--- config.mk ---
export PLATFORM = sky130hd
export DESIGN_NAME = multi_cycle_ctrl
export DESIGN_NICKNAME = d
export VERILOG_FILES = /design/src/rtl/multi_cycle_ctrl.sv
export SDC_FILE = /design/constraint.sdc
export NUM_CORES = 1
export LEC_CHECK = 0
export CAP_MARGIN = 0
export CORE_MARGIN = 4
export CORE_UTILIZATION = 51
export CTS_BUF_LIST = sky130_fd_sc_hd__clkbuf_8
export DETAILED_ROUTE_END_ITERATION = 8
export PLACE_DENSITY = 0.86
export SYNTH_ARGS = -nofsm -noshare
export SYNTH_HDL_FRONTEND = slang
export SYNTH_SLANG_ARGS = --single-unit
--- constraint.sdc ---
create_clock -name clock -period 3.08 [get_ports clock]
set_clock_uncertainty 0.1 [all_clocks]
set_input_delay 0.616 -clock clock [delete_from_list [all_inputs] [get_ports clock]]
set_output_delay 0.616 -clock clock [all_outputs]
set_load 0.02 [all_outputs]
--- src/rtl/multi_cycle_ctrl.sv ---
// Control FSM for a multi-cycle MIPS datapath (addu, subu, ori, lui, lw, sw, beq, j).
// One instruction is sequenced at a time.
// All outputs are decoded from the current state, and from op/funct/zero where needed.
// A retired-instruction counter is kept for CPI measurement.
module multi_cycle_ctrl #(
  parameter int unsigned CNT_W = 32
) (
  input  logic             clock,
  input  logic             reset,
  input  logic [5:0]       op,
  input  logic [5:0]       funct,
  input  logic             zero,
  output logic             pc_write,
  output logic [1:0]       pc_src,
  output logic             ir_write,
  output logic             reg_write,
  output logic             reg_dst,
  output logic             mem_to_reg,
  output logic             mem_read,
  output logic             mem_write,
  output logic             alu_src_a,
  output logic [1:0]       alu_src_b,
  output logic             ext_op,
  output logic [2:0]       alu_op,
  output logic             illegal,
  output logic [3:0]       state,
  output logic [CNT_W-1:0] retired
);

  typedef enum logic [3:0] {
    StIf     = 4'd0,
    StId     = 4'd1,
    StExeR   = 4'd2,
    StExeI   = 4'd3,
    StMemAdr = 4'd4,
    StMemRd  = 4'd5,
    StMemWr  = 4'd6,
    StWbR    = 4'd7,
    StWbI    = 4'd8,
    StWbMem  = 4'd9,
    StBeq    = 4'd10,
    StJ      = 4'd11
  } state_e;

  localparam logic [5:0] OpRtype = 6'b000000;
  localparam logic [5:0] OpOri   = 6'b001101;
  localparam logic [5:0] OpLui   = 6'b001111;
  localparam logic [5:0] OpLw    = 6'b100011;
  localparam logic [5:0] OpSw    = 6'b101011;
  localparam logic [5:0] OpBeq   = 6'b000100;
  localparam logic [5:0] OpJ     = 6'b000010;
  localparam logic [5:0] FnAddu  = 6'b100001;
  localparam logic [5:0] FnSubu  = 6'b100011;

  localparam logic [2:0] AluAdd = 3'b000;
  localparam logic [2:0] AluSub = 3'b001;
  localparam logic [2:0] AluOr  = 3'b010;
  localparam logic [2:0] AluLui = 3'b011;

  state_e           state_q, state_d;
  logic [CNT_W-1:0] retired_q;

  // State register; async reset returns to instruction fetch.
  always_ff @(posedge clock or negedge reset) begin
    if (!reset) state_q <= StIf;
    else        state_q <= state_d;
  end

  // Retired counter: count every return to IF from any other state, illegal included.
  always_ff @(posedge clock or negedge reset) begin
    if (!reset) begin
      retired_q <= '0;
    end else if (state_q != StIf && state_d == StIf) begin
      retired_q <= retired_q + CNT_W'(1);
    end
  end

  // Next-state and per-state datapath control decode.
  always_comb begin
    state_d    = StIf;
    pc_write   = 1'b0;
    pc_src     = 2'b00;
    ir_write   = 1'b0;
    reg_write  = 1'b0;
    reg_dst    = 1'b0;
    mem_to_reg = 1'b0;
    mem_read   = 1'b0;
    mem_write  = 1'b0;
    alu_src_a  = 1'b0;
    alu_src_b  = 2'b00;
    ext_op     = 1'b0;
    alu_op     = AluAdd;
    illegal    = 1'b0;
    case (state_q)
      StIf: begin
        ir_write  = 1'b1;
        pc_write  = 1'b1;
        alu_src_b = 2'b01;
        state_d   = StId;
      end
      StId: begin
        // Speculatively compute the branch target into alu_out.
        alu_src_b = 2'b11;
        ext_op    = 1'b1;
        if (op == OpRtype && (funct == FnAddu || funct == FnSubu)) state_d = StExeR;
        else if (op == OpOri || op == OpLui)                       state_d = StExeI;
        else if (op == OpLw || op == OpSw)                         state_d = StMemAdr;
        else if (op == OpBeq)                                      state_d = StBeq;
        else if (op == OpJ)                                        state_d = StJ;
        else begin
          illegal = 1'b1;
          state_d = StIf;
        end
      end
      StExeR: begin
        alu_src_a = 1'b1;
        alu_op    = (funct == FnSubu) ? AluSub : AluAdd;
        state_d   = StWbR;
      end
      StExeI: begin
        alu_src_a = 1'b1;
        alu_src_b = 2'b10;
        alu_op    = (op == OpLui) ? AluLui : AluOr;
        state_d   = StWbI;
      end
      StMemAdr: begin
        alu_src_a = 1'b1;
        alu_src_b = 2'b10;
        ext_op    = 1'b1;
        state_d   = (op == OpSw) ? StMemWr : StMemRd;
      end
      StMemRd: begin
        mem_read = 1'b1;
        state_d  = StWbMem;
      end
      StMemWr: begin
        mem_write = 1'b1;
        state_d   = StIf;
      end
      StWbR: begin
        reg_write = 1'b1;
        reg_dst   = 1'b1;
        state_d   = StIf;
      end
      StWbI: begin
        reg_write = 1'b1;
        state_d   = StIf;
      end
      StWbMem: begin
        reg_write  = 1'b1;
        mem_to_reg = 1'b1;
        state_d    = StIf;
      end
      StBeq: begin
        alu_src_a = 1'b1;
        alu_op    = AluSub;
        pc_src    = 2'b01;
        pc_write  = zero;
        state_d   = StIf;
      end
      StJ: begin
        pc_write = 1'b1;
        pc_src   = 2'b10;
        state_d  = StIf;
      end
      default: state_d = StIf;
    endcase
    // Hold every enable off while reset is asserted; selects keep their IF values.
    if (!reset) begin
      pc_write  = 1'b0;
      ir_write  = 1'b0;
      reg_write = 1'b0;
      mem_read  = 1'b0;
      mem_write = 1'b0;
      illegal   = 1'b0;
    end
  end

  assign state   = state_q;
  assign retired = retired_q;

endmodule

==> Word-level counts from Yosys, hierarchy flattened <==
Index checks and enable logic that the tools add are counted.
{ "word_totals": {"reg_bits": 36, "latch_bits": 0, "mem_bits_rw": 0, "rom_bits": 0, "input_bits": 15, "output_inout_bits": 53, "elab_cells": 69, "n_memories": 0} }
{ "op_classes": {"addsub": 1, "mul": 0, "n_div": 0, "magnitude_cmp": 0, "n_eq_ne": 19, "n_shift": 0, "muxes": 33, "bitwise": 0, "n_reduce_logical": 14} }
{ "op_table": {"columns": ["operator", "count"], "rows": [
  ["adder 32 x 1 -> 32 bit, second input constant", 1],
  ["== test 6 bit, second input constant", 4],
  ["case mux 4 bit (6 select lines)", 1],
  ["two-way mux 1 bit", 22],
  ["two-way mux 4 bit", 5],
  ["== test 4 x 3 -> 1 bit, second input constant", 4],
  ["== test 4 bit, second input constant", 4],
  ["== test 6 x 4 -> 1 bit, second input constant", 2],
  ["case mux 2 bit (3 select lines)", 2],
  ["== test 4 x 2 -> 1 bit, second input constant", 2],
  ["zero test 4 bit", 2],
  ["== test 6 x 2 -> 1 bit, second input constant", 1],
  ["== test 6 x 3 -> 1 bit, second input constant", 1],
  ["zero test 6 bit", 1],
  ["OR reduction 2 bit", 3],
  ["== test 4 x 1 -> 1 bit, second input constant", 1],
  ["case mux 2 bit (2 select lines)", 1],
  ["nonzero test 4 bit", 1],
  ["OR reduction 4 bit", 1],
  ["logical OR 1 bit", 3],
  ["OR reduction 3 bit", 1],
  ["logical AND 1 bit", 2],
  ["two-way mux 2 bit", 1],
  ["case mux 1 bit (2 select lines)", 1]
]} }

==> Longest topological paths before layout <==
Gate-level depths: netlist of the first run.
{ "logic_depth": {"depth_word": 9, "ltp_mapped": 8, "mapped_depth_nobuf": 6} }

==> Least setup slack after synthesis of the first run <==
Ideal clock, no wire load.
{ "synth_timing": {"path_type": "register to output", "start": "register state_q[1], in the netlist state[1]", "end": "output alu_op[0]", "arrival_time_ps": 2043, "required_ps": 2364, "setup_slack_ps": 321, "path_stages_with_launch": 7, "path_buffers": 2, "path_cell_list": "dfrtp_1 > buf_2 > clkbuf_1 > nand2_1 > nor3_1 > nand2_1 > o32ai_1"} }
{ "synth_between": {"elab_chain_cells": 2, "elab_cells_between_ends": 4, "cone_classes": "eq/ne (3); mux (1)"} }
{ "synth_rtl": {"columns": ["item", "line", "rtl"], "rows": [
  ["start: declaration", "60", "state_e state_q, state_d;"],
  ["start signal: assignment", "65", "if (!reset) state_q <= StIf;"],
  ["start signal: assignment", "66", "else state_q <= state_d;"],
  ["== test 4 bit / == test 4 x 2 -> 1 bit (equally long branches)", "94", "case (state_q)"],
  ["case mux 2 bit (3 select lines) (*)", "94", null],
  ["end: declaration", "24", "output logic [2:0] alu_op,"]
]} }
Every way passes the cells marked *; elsewhere a longest branch is shown, timed or not.

==> Worst setup path in the final report of the first run <==
{ "layout_timing": {"start": "input op[2]", "end": "output alu_op[0]"} }
{ "layout_between": {"elab_chain_cells": 3} }
{ "layout_rtl": {"columns": ["item", "line", "rtl"], "rows": [
  ["start: declaration", "10", "input logic [5:0] op,"],
  ["== test 6 x 4 -> 1 bit", "123", "alu_op = (op == OpLui) ? AluLui : AluOr;"],
  ["two-way mux 1 bit", "123", null],
  ["case mux 2 bit (3 select lines)", "94", null]
]} }
No other way between the ends.

==> run summary, run 1 <==
CP Max Fanout - 5
Comb pwr share - 48.3%
Clk slew on worst S/H paths - 0.07 ns
CP Class - in2out
R2R setup slack - 0.50 ns
Setup violators final - 0
Remaining DRCs - 0
Cell at the slowest stage of the critical path - clkdlybuf4s50_1
Post-synth EDFFs - 0
WL final - 5.24 mm
DR iter-0 viols - 156
Max-Cap Viols - 0
Starting Density - 54.5%
Status - finished clean
Crit path top cell by count - clkdlybuf4s50_1
RSZ-0062 raised after global routing - false
Leak Pwr - 1.24 nW
Peak Freq - 335 MHz
Tmin final - 2.99 ns
Busiest grt layer - met2
Slew Viols, Final - 0
Mapped Area - 2070 um^2
Reg2reg path depth - 8
First-pass GRT wire length - 8.78 mm
Gpl congestion - 0.807
Post-synth top flop - dfrtp_1
Critical-path cell list - clkdlybuf4s50_1, buf_4, nand4_1, o32ai_1, clkdlybuf4s50_1
Avg Cell Area, Syn - 9.81 um^2
Cell Pwr Density - 661 nW/um^2
Commonest non-fill, non-tap cell in the layout - clkdlybuf4s50_1
Cts hold-fix bufs - 0
Worst R2R End - retired[17]$_DFFE_PN0P_
Die Wd - 71.7 um
Global-route met1 utilization - 29.0%
Peak supply drop - 0.000613 V
Synth async-reset ratio - 100%
Layout cell share with drive strength beyond 1 - 12.5%
Clock buffer depth - 2
Largest net degree at the start of global routing - 37
Met2 Usage GRT - 34.2%
Vias in the first global route - 1746
Initial antenna violation count - 0
Clock sink count - 36
Post-Syn Instances - 211
Rows - 22
Register bit total from synthesis - 36
Post-route ant nets - 0
Share of power burned in registers - 33.7%
Seq/Total Area, Yosys - 43.5%
Core Footprint - 3800 um^2
Fin crit share - 97.0%
Layout area overhead - 40.9%
HPWL Detailed - 3.93 mm
Port bufs - 66
Sw Pwr - 0.771 mW
H-tree level count - 2
YS warnings - 0
Detailed Routing Iterations Pass 1 - 4
CTS tree - done
Nets - 303
Post-CTS setup buffer count - 0
CTS Buf Count - 5
Dpl cells - 328
Gr ovfl total - 0
Vias - 1882
Met3 GRT Util - 5.47%
Skew-Pair Late Insertion Delay - 0.29 ns
Root Buffer - clkbuf_8
N_diodes - 0
Most frequent cells in the layout - clkdlybuf4s50_1 (64), dfrtp_1 (35), xnor2_1 (21)
Post-synth cell types - 44
Final Hold Viols - 0
Setup_tns - 0 ns
Critical Path Sink Type - output port
Sw frac - 40.0%
Via-per-instance ratio - 5.60
Class of the tightest hold or removal check - in2async
Avg WL per Cell - 15.6 um
Die area - 5140 um^2
Start of the worst register-to-register path - state[2]$_DFF_PN0_
Critical path arrival - 2.27 ns
Aggregate global-route resource usage - 21.7%
Final Instance Count excl. Fillers - 336
Die Span Y - 71.7 um
Internal - 1.16 mW
Largest stage delay, worst path - 0.65 ns
Clk pwr share - 17.9%
Post-Syn Nets - 227
Worst Path Required - 2.36 ns
Critical Path Source Type - input port
Top Ports - 68
state kept, by name, summed over array words and instances, names as in the netlist:
| register | count |
|---|---|
| retired | 32 |
| state | 4 |
Yosys cell counts, types with 5 or more instances:
cell type  count  area (um^2)
nand4_1       13         81.3
a21oi_1        5         25.0
and3_1         7         43.8
xor2_1        12          105
and4_1         6         52.6
nor2_1        17         63.8
xnor2_1       21          184
nand2_1       18         67.6
nand3_1       11         55.1
dfrtp_1       36          901
nor3_1        10         50.1
per-stage QoR:
step           setup WS (ns)  hold slack [ns]  total power, mW  utilization [%]  cell area [um^2]
2_1_floorplan          0.321            0.220             1.19                -              2070
3_3_place_gp          0.0709            0.362             1.56             74.3              2820
3_5_place_dp          0.0530            0.370             1.59             74.3              2820
4_1_cts               0.0530            0.365             1.94             76.7              2910
5_1_grt               0.0222            0.400             2.04             76.8              2920
6_report              0.0929            0.355             1.93             76.8              2920
per-layer routing:
| metal | wire length [um] | vias to the layer above |
|---|---|---|
| met4 | 44 | 0 |
| met2 | 2620 | 45 |
| met1 | 2350 | 924 |
| met3 | 214 | 5 |
| li1 | - | 908 |
| met5 | 0 | - |
power groups by stage:
stage                     registers (mW)  logic (mW)  clock network (mW)
final                              0.651       0.933               0.346
after global routing               0.667       0.996               0.375
after CTS                          0.647       0.938               0.351
after detailed placement           0.655       0.931                   0
after global placement             0.651       0.914                   0
after floorplan                    0.665       0.525                   0
layout make-up:
type / count / area (um^2)
Sequential cell: 36 / 902
Multi-Input combinational cell: 161 / 1090
Inverter: 3 / 11.3
Fill cell: 274 / 881
Timing Repair Buffer: 80 / 763
Tap cell: 48 / 60.1
Clock buffer: 6 / 82.6
Clock inverter: 2 / 10.0
kinds of logic (layout without fill, tap and decap cells):
kind of cell	count (synthesis)	in the layout	share of synthesized area, %
XOR/XNOR	33	33	14.0
multiplexers	3	3	1.63
buffers and inverters	14	91	3.93
flip-flops	36	36	43.5
adder cells (fa/ha/maj)	1	1	0.604
AO/OA/AOI/OAI	20	20	7.43
other	1	1	0.181
AND/OR/NAND/NOR	103	103	28.8
how the worst max path moves through the flow:
stage               cells past startpoint                from         to
CTS                                     6            funct[5]    illegal
global placement                        6               op[2]    illegal
floorplan                               6  state[1]$_DFF_PN0_  alu_op[0]
finish                                  5               op[2]  alu_op[0]
detailed placement                      6            funct[5]    illegal
global route                            5               op[2]  alu_op[0]
what timing repair did:
| item | 4_1_cts | 5_1_grt |
|---|---|---|
| hold endpoints to repair | 0 | 0 |
| setup endpoints to repair | 0 | 1 |
| resized for setup | 0 | 2 |
critical path: cells and delay by family:
kind | cells | cell delay [ns]
and+or+nand+nor | 1 | 0.17
AOI/OAI and AO/OA | 1 | 0.16
buffers and inverters | 3 | 1.33
Note: power is estimated with default switching activity, not from simulation.
==> inputs of run 2 (changes only) <==
- CORE_UTILIZATION: 51 -> 40
- PLACE_DENSITY: 0.86 -> 0.69
==> run summary, run 2 (same netlist as run 1, synthesis figures left out) <==
Cell at the slowest stage of the critical path - clkdlybuf4s50_1
Clk slew on worst S/H paths - 0.07 ns
Setup_tns - 0 ns
WL final - 5.27 mm
Critical path arrival - 2.33 ns
Max reg flops - 32
Die Span Y - 80.0 um
Clock sink count - 36
Commonest non-fill, non-tap cell in the layout - clkdlybuf4s50_1
Final worst slack - 0.0316 ns
Largest net degree at the start of global routing - 21
Seq. cell area - 901 um^2
Core Footprint - 4880 um^2
Tot Pwr - 1.93 mW
Slew Viols, Final - 0
R2R setup slack - 0.52 ns
Aggregate global-route resource usage - 17.3%
Remaining DRCs - 0
CTS Buf Count - 5
Worst Path Required - 2.36 ns
Root Buffer - clkbuf_8
HPWL Detailed - 4.03 mm
Initial antenna violation count - 0
Pre-CTS setup slack - 0.0578 ns
Top Ports - 68
Start of the worst register-to-register path - state[2]$_DFF_PN0_
Cts hold-fix bufs - 0
Gr ovfl total - 0
Gpl congestion - 0.746
Avg WL per Cell - 14.7 um
Peak Freq - 328 MHz
Crit path top cell by count - clkdlybuf4s50_1
Critical Path Sink Type - output port
DR iter-0 viols - 70
Critical-path cell list - clkdlybuf4s50_1, and4bb_1, nand2_1, nand4_1, a21oi_1, clkdlybuf4s50_1
H-tree level count - 2
Setup violators final - 0
CP Max Fanout - 3
Detailed Routing Iterations Pass 1 - 4
Dpl cells - 350
Final Hold Viols - 0
Nets - 306
Class of the tightest hold or removal check - in2async
Peak supply drop - 0.000608 V
Tmin final - 3.05 ns
Fin crit share - 99.0%
Largest stage delay, worst path - 0.62 ns
Leak Pwr - 1.26 nW
Area of the multi-input gates - 1100 um^2
Port bufs - 66
Critical Path Source Type - input port
Skew-Pair Late Insertion Delay - 0.29 ns
Layout area overhead - 43.7%
Vias - 1839
N_diodes - 0
Via-per-instance ratio - 5.14
Filler cells - 454
Die Wd - 80.0 um
CTS tree - done
Status - finished clean
Layout cell share with drive strength beyond 1 - 13.7%
Most frequent cells in the layout - clkdlybuf4s50_1 (64), dfrtp_1 (36), xnor2_1 (21)
CP Class - in2out
Vias in the first global route - 1748
Die area - 6390 um^2
Rows - 25
Clock buffer depth - 2
Final Instance Count excl. Fillers - 358
Max-Cap Viols - 0
Cell Pwr Density - 648 nW/um^2
Worst setup path start - op[4]
Post-route ant nets - 0
First-pass GRT wire length - 8.68 mm
Starting Density - 42.4%
run 2: changes by cell type in the layout (fill, tap and decap cells not counted), sizes merged:
cell and change:
buf +3
run 2: area by class of cell:
cell class                      count  area share (%)
Tap cell                           67            2.82
Timing Repair Buffer               83            26.4
Inverter                            3           0.378
Clock buffer                        6            2.78
Sequential cell                    36            30.3
Clock inverter                      2           0.336
Multi-Input combinational cell    161            37.0
run 2: critical path: cells and delay by family:
family	cells	cell delay [ns]
AND/OR/NAND/NOR	3	0.45
buffers and inverters	2	1.14
AO/OA/AOI/OAI	1	0.12
run 2: final timing paths:
| kind | endpoint | cells past startpoint |
|---|---|---|
| max | illegal | 6 |
| min | retired[16]$_DFFE_PN0P_ | 2 |
| max reg2reg | retired[26]$_DFFE_PN0P_ | 8 |
| min reg2reg | retired[31]$_DFFE_PN0P_ | 1 |
| max in group asynchronous | retired[26]$_DFFE_PN0P_ | 2 |
| min in group clock | retired[31]$_DFFE_PN0P_ | 1 |
run 2: per-layer routing:
layer  vias to the layer above  track usage [%]  part of all wire (%)
met5                         -                0                     0
li1                        912                -                     -
met3                         7             3.50                   2.9
met1                       894             23.8                    47
met2                        26             27.2                    49
met4                         0             5.57                   1.1
run 2: where the power goes:
| group | leakage, nW | internal [mW] | total, mW | switching (mW) |
|---|---|---|---|---|
| Sequential | 0.485 | 0.529 | 0.635 | 0.106 |
| Combinational | 0.723 | 0.456 | 0.949 | 0.493 |
| Clock | 0.0510 | 0.178 | 0.344 | 0.166 |
| Total | 1.26 | 1.16 | 1.93 | 0.765 |
run 2: through the flow:
stage               area (um^2)  hold slack (ns)  util, %
floorplan                  2070            0.220        -
global placement           2870            0.361     58.8
detailed placement         2870            0.362     58.8
CTS                        2960            0.287     60.7
global route               2980            0.314     61.0
finish                     2980            0.290     61.0
run 2: what timing repair did:
action                     in CTS  in global routing
buffers inserted                0                  0
setup endpoints to repair       0                  2
resized for setup               0                  3
